## config.mk

```make
export PLATFORM = sky130hd
export DESIGN_NAME = rs232_to_axis
export DESIGN_NICKNAME = d
export VERILOG_FILES = /design/src/rtl/rs232_pkg.sv /design/src/rtl/rs232_sync.sv /design/src/rtl/rs232_to_axis.sv
export SDC_FILE = /design/constraint.sdc
export NUM_CORES = 1
export LEC_CHECK = 0
export BUFFER_PORTS_ARGS = -buffer_cell sky130_fd_sc_hd__buf_2
export CAP_MARGIN = 20
export CORE_MARGIN = 2
export CORE_UTILIZATION = 30
export DETAILED_ROUTE_END_ITERATION = 10
export SYNTH_ARGS = -nofsm -noshare
export SYNTH_HDL_FRONTEND = slang
export SYNTH_SLANG_ARGS = --single-unit
```

## constraint.sdc

```tcl
create_clock -name clock -period 2.26 [get_ports clock]
set_input_delay 0.339 -clock clock [delete_from_list [all_inputs] [get_ports clock]]
set_output_delay 0.339 -clock clock [all_outputs]
set_load 0.02 [all_outputs]
```

## src/rtl/rs232_pkg.sv

```systemverilog
// Shared definitions for the RS-232 receive and transmit blocks: receiver
// state encoding, data width and the clocks-per-bit divisor calculation.
package rs232_pkg;

  localparam int RS232_DATA_BITS = 8;

  typedef enum logic [2:0] {
    IDLE,
    START,
    DATA,
    STOP,
    BREAK
  } rs232_state_t;

  // Rounded clocks-per-bit, so a baud rate that does not divide the clock
  // evenly lands on the nearest whole divisor instead of always truncating.
  function automatic int rs232_divisor(input longint clock_freq, input longint baud_rate);
    return int'((clock_freq + baud_rate / 2) / baud_rate);
  endfunction

endpackage

```

## src/rtl/rs232_sync.sv

```systemverilog
// Two-flop synchronizer for asynchronous pin inputs. Both flops preset to 1
// so an idle-high serial line never looks like a start edge out of reset.
module rs232_sync (
  input  logic clock,
  input  logic reset,
  input  logic din,
  output logic dout
);

  logic meta;

  // Shift the pin through two flops; the first may go metastable, the second
  // gives the rest of the design a clean, clock-aligned copy.
  always_ff @(posedge clock or posedge reset) begin
    if (reset) begin
      meta <= 1'b1;
      dout <= 1'b1;
    end else begin
      meta <= din;
      dout <= meta;
    end
  end

endmodule

```

## src/rtl/rs232_to_axis.sv

```systemverilog
// RS-232 8N1 receiver. Oversamples the synchronized rxd line with a
// clocks-per-bit counter, assembles bytes LSB first and hands them to a
// one-entry valid/ready output buffer. rtsn_pin tells the peer when the
// buffer is empty.
module rs232_to_axis
  import rs232_pkg::*;
#(
  parameter int CLOCK_FREQ = 133000000,
  parameter int BAUD_RATE  = 115200
) (
  input  logic       clock,
  input  logic       reset,
  output logic [7:0] odata,
  output logic       ovalid,
  input  logic       oready,
  output logic       ferror,
  output logic       overrun,
  input  logic       rxd_pin,
  output logic       rtsn_pin
);

  localparam int DIVISOR = rs232_divisor(CLOCK_FREQ, BAUD_RATE);
  localparam int CNT_W   = (DIVISOR > 2) ? $clog2(DIVISOR) : 2;
  localparam int IDX_W   = $clog2(RS232_DATA_BITS);

  localparam logic [CNT_W-1:0] CNT_FULL = CNT_W'(DIVISOR - 1);
  localparam logic [CNT_W-1:0] CNT_HALF = CNT_W'(DIVISOR / 2 - 1);
  localparam logic [IDX_W-1:0] IDX_LAST = IDX_W'(RS232_DATA_BITS - 1);

  // Too few clocks per bit leaves no room for mid-bit sampling.
  generate
    if (DIVISOR < 4) begin : g_bad_divisor
      $error("rs232_to_axis: DIVISOR %0d is below the minimum of 4", DIVISOR);
    end
  endgenerate

  logic                       rxd_s;
  rs232_state_t               state;
  logic [CNT_W-1:0]           cnt;
  logic [IDX_W-1:0]           idx;
  logic [RS232_DATA_BITS-1:0] shift;

  logic stop_tick;
  logic good_stop;
  logic bad_stop;
  logic drain;

  rs232_sync u_rxd_sync (
    .clock (clock),
    .reset (reset),
    .din   (rxd_pin),
    .dout  (rxd_s)
  );

  assign stop_tick = (state == STOP) && (cnt == '0);
  assign good_stop = stop_tick && rxd_s;
  assign bad_stop  = stop_tick && !rxd_s;
  assign drain     = ovalid && oready;

  // Receive state machine: half-period delay from the falling edge lands
  // every later sample near mid-bit; BREAK holds off re-triggering until a
  // held-low line returns high.
  always_ff @(posedge clock or posedge reset) begin
    if (reset) begin
      state <= IDLE;
      cnt   <= '0;
      idx   <= '0;
      shift <= '0;
    end else begin
      case (state)
        IDLE: begin
          if (!rxd_s) begin
            cnt   <= CNT_HALF;
            state <= START;
          end
        end
        START: begin
          if (cnt != '0) begin
            cnt <= cnt - CNT_W'(1);
          end else if (!rxd_s) begin
            cnt   <= CNT_FULL;
            idx   <= '0;
            state <= DATA;
          end else begin
            state <= IDLE;
          end
        end
        DATA: begin
          if (cnt != '0) begin
            cnt <= cnt - CNT_W'(1);
          end else begin
            shift <= {rxd_s, shift[RS232_DATA_BITS-1:1]};
            cnt   <= CNT_FULL;
            if (idx == IDX_LAST) begin
              state <= STOP;
            end else begin
              idx <= idx + IDX_W'(1);
            end
          end
        end
        STOP: begin
          if (cnt != '0) begin
            cnt <= cnt - CNT_W'(1);
          end else if (rxd_s) begin
            state <= IDLE;
          end else begin
            state <= BREAK;
          end
        end
        BREAK: begin
          if (rxd_s) begin
            state <= IDLE;
          end
        end
        default: begin
          state <= IDLE;
        end
      endcase
    end
  end

  // One-entry output buffer and status flags. A finished byte is accepted
  // when the buffer is empty or being drained this very cycle; otherwise it
  // is dropped and overrun pulses. rtsn_pin follows ovalid one cycle late.
  always_ff @(posedge clock or posedge reset) begin
    if (reset) begin
      odata    <= '0;
      ovalid   <= 1'b0;
      ferror   <= 1'b0;
      overrun  <= 1'b0;
      rtsn_pin <= 1'b1;
    end else begin
      ferror   <= bad_stop;
      overrun  <= good_stop && ovalid && !oready;
      rtsn_pin <= ovalid;
      if (good_stop && (!ovalid || oready)) begin
        odata  <= shift;
        ovalid <= 1'b1;
      end else if (drain) begin
        ovalid <= 1'b0;
      end
    end
  end

endmodule

```

==> reports/qor.yml <==
slew_headroom_pct: 65.19
finClkSkew_ps: 10.38
cts-buffers-inserted: 5
cts.sinks: 39
die_y_um: 84.40
outcome: "complete, no violations"
die_w_um: 84.40
rsz0062_at_grt: "no"
required_ps: 2480
grt_pass1_vias: 1433
post-route-util_pct: 36.78
power_density_nw_per_um2: 574.0
vias: 1453
critPathArrivalTime_ps: 2400
grt_pass1_wl_um: 7051
yosysMostFrequentCell: "dfrtp_1"
crit_type: "reg2reg"
wire_per_inst_um: 13.88
setup_tns_ps: 0
dr.pass1.iters: 4
fmax_mhz: 460.0
dpl_cell_area_um2: 2181
io_pins: 16
globalRouteOverflowTotal: 0
synthCells: 181
hold_viol_final: 0
cts_max_level: 2
drt-total-wl_um: 3970
whs_ps: 132.8
power.static_leakage_nw: 1.106
path_max_fanout: 5
synth_common_cells: "dfrtp_1, mux2_2, inv_1, nand2_1"
yosys.area.top_type: "dfrtp_1"
drc_errors: 0
slew_viol_final: 0
die_area_um2: 7123
use_met3_pct: 3.835
ys_seq_area_share_pct: 50.52
fin_area_um2: 2322
reg2reg_from: "cnt[1]$_DFFE_PP0P_"
io_buffers: 15
peakVddDrop_mv: 0.3692
crit_path_end_kind: "flip-flop"
grt_use_met1_pct: 16.52
drv_cap: 0
synth_edf_count: 0
busiest_layer: "met2"
async_flop_share_pct: 100.0
tightest_slew_ps: 519.3
synth_fp_nets: 188
timing.final.crit_share_pct: 96.20
syn_avg_cell_area_um2: 10.71
grtUsageMet2_pct: 19.12
dpl.hpwl_um: 2816
synth_seq_cells: 39
setup_violations: 0
ff2ff_path_depth: 6
ant_nets: 0
core_um2: 6314
area_growth_pct: 19.74
grt_start_max_net_pins: 40
nets: 215
fin_crit_ps: 2174
cts_max_path_buffers: 2
cts_tree: "done"
drive_gt1_share_pct: 33.49
synthFlopType: "dfrtp_1"
cts-root-buf: "clkbuf_8"
grt_antenna_before_repair: 0
synth_top_area_share_pct: 46.45
drt_iter0_drc: 74
clkLatencyLatePin_ps: 300
reg2reg_slack_ps: 90
syn_area_um2: 1939
ys_types: 49
track_usage_pct: 12.27
hold_buffers: 0
fp-row-count: 29
yosysWarnings: 0
synth_area_leaders: "dfrtp_1, mux2_2, dfstp_2"
vias_per_cell: 5.080
routabilityCongestion: 0.7998
num-fill-cells: 657
r2r-end: "cnt[9]$_DFFE_PP0P_"
diodes: 0
clkTransAtPathRegs_ps: 90
start_util_pct: 30.72
worstSetupStartpointType: "flip-flop"
min_path_type: "in2async"
worst max path at each step:
stage          cells past startpoint  slack [ps]            endpoint               start
6_report                           6          90  cnt[9]$_DFFE_PP0P_  cnt[1]$_DFFE_PP0P_
5_1_grt                            6           3  cnt[9]$_DFFE_PP0P_  cnt[0]$_DFFE_PP0P_
4_1_cts                            7          30  cnt[5]$_DFFE_PP0P_  cnt[1]$_DFFE_PP0P_
3_5_place_dp                       7          20  cnt[5]$_DFFE_PP0P_  cnt[1]$_DFFE_PP0P_
3_3_place_gp                       6         100  cnt[9]$_DFFE_PP0P_  cnt[1]$_DFFE_PP0P_
2_1_floorplan                      7          90  cnt[9]$_DFFE_PP0P_  cnt[1]$_DFFE_PP0P_
metrics by stage:
step,std cells,total power [mW],setup WS [ps]
2_1_floorplan,181,0.7303,86.72
3_3_place_gp,278,0.7393,101.2
3_5_place_dp,278,0.7390,18.24
4_1_cts,286,1.347,28.87
5_1_grt,286,1.389,2.619
6_report,286,1.333,85.87
cells in the final DEF, fill, tap and decap left out, types with 6 or more instances in the layout:
cell type / instances
dfrtp_1: 36
mux2_2: 17
buf_2: 15
buf_4: 14
inv_1: 12
nand2_1: 12
nor2_1: 11
o21ai_0: 11
or3_1: 6
layout make-up:
| class | count | area [um^2] | share of cell area (%) |
|---|---|---|---|
| clock buffer | 5 | 68.82 | 2.963 |
| clock inverter | 3 | 47.55 | 2.047 |
| inverter | 12 | 45.04 | 1.940 |
| multi-input combinational | 121 | 904.6 | 38.95 |
| sequential | 39 | 979.7 | 42.19 |
| tap | 77 | 96.34 | 4.149 |
| timing repair buffer | 29 | 180.2 | 7.759 |
flip-flops by register name (all words and copies together), names as in the netlist:
name	count
rtsn_pin	1
idx	3
shift	8
odata	8
ovalid	1
ferror	1
u_rxd_sync.meta	1
u_rxd_sync.dout	1
cnt	11
state	3
overrun	1
logic make-up (layout without fill, tap and decap cells):
kind of cell	count (synthesis)	after routing	synth area share [%]
AOI/OAI and AO/OA	40	40	15.16
xor gates and xnor gates	1	1	0.4517
adders and majority gates	3	3	1.936
buffers and inverters	21	49	4.129
DFF	39	39	50.52
muxes	18	18	10.39
and+or+nand+nor	59	59	17.42
routing by layer:
| metal | vias to the layer above | part of all wire (%) |
|---|---|---|
| li1 | 725 | - |
| met3 | 4 | 4.6 |
| met4 | 0 | 1.0 |
| met5 | - | 0 |
| met2 | 26 | 45 |
| met1 | 698 | 49 |
timing repair:
action                                 4_1_cts  5_1_grt
endpoints found under the hold margin        0        0
setup endpoints to repair                    0        7
gates resized for setup                      0        6
setup buffers                                0        0
report_power, final:
group | switching, mW | total, mW | internal (mW)
logic | 0.0154 | 0.0206 | 0.00519
registers | 0.00286 | 0.703 | 0.701
clock network | 0.274 | 0.609 | 0.335
total | 0.292 | 1.33 | 1.04
worst max-delay path, stage by stage (launching register included):
cell	delay [ps]
dfrtp_1	410
inv_1	90
ha_2	210
or4b_4	480
or4_4	550
and3_1	200
a211oi_2	180
No activity file was read; power rests on OpenSTA's default activity.
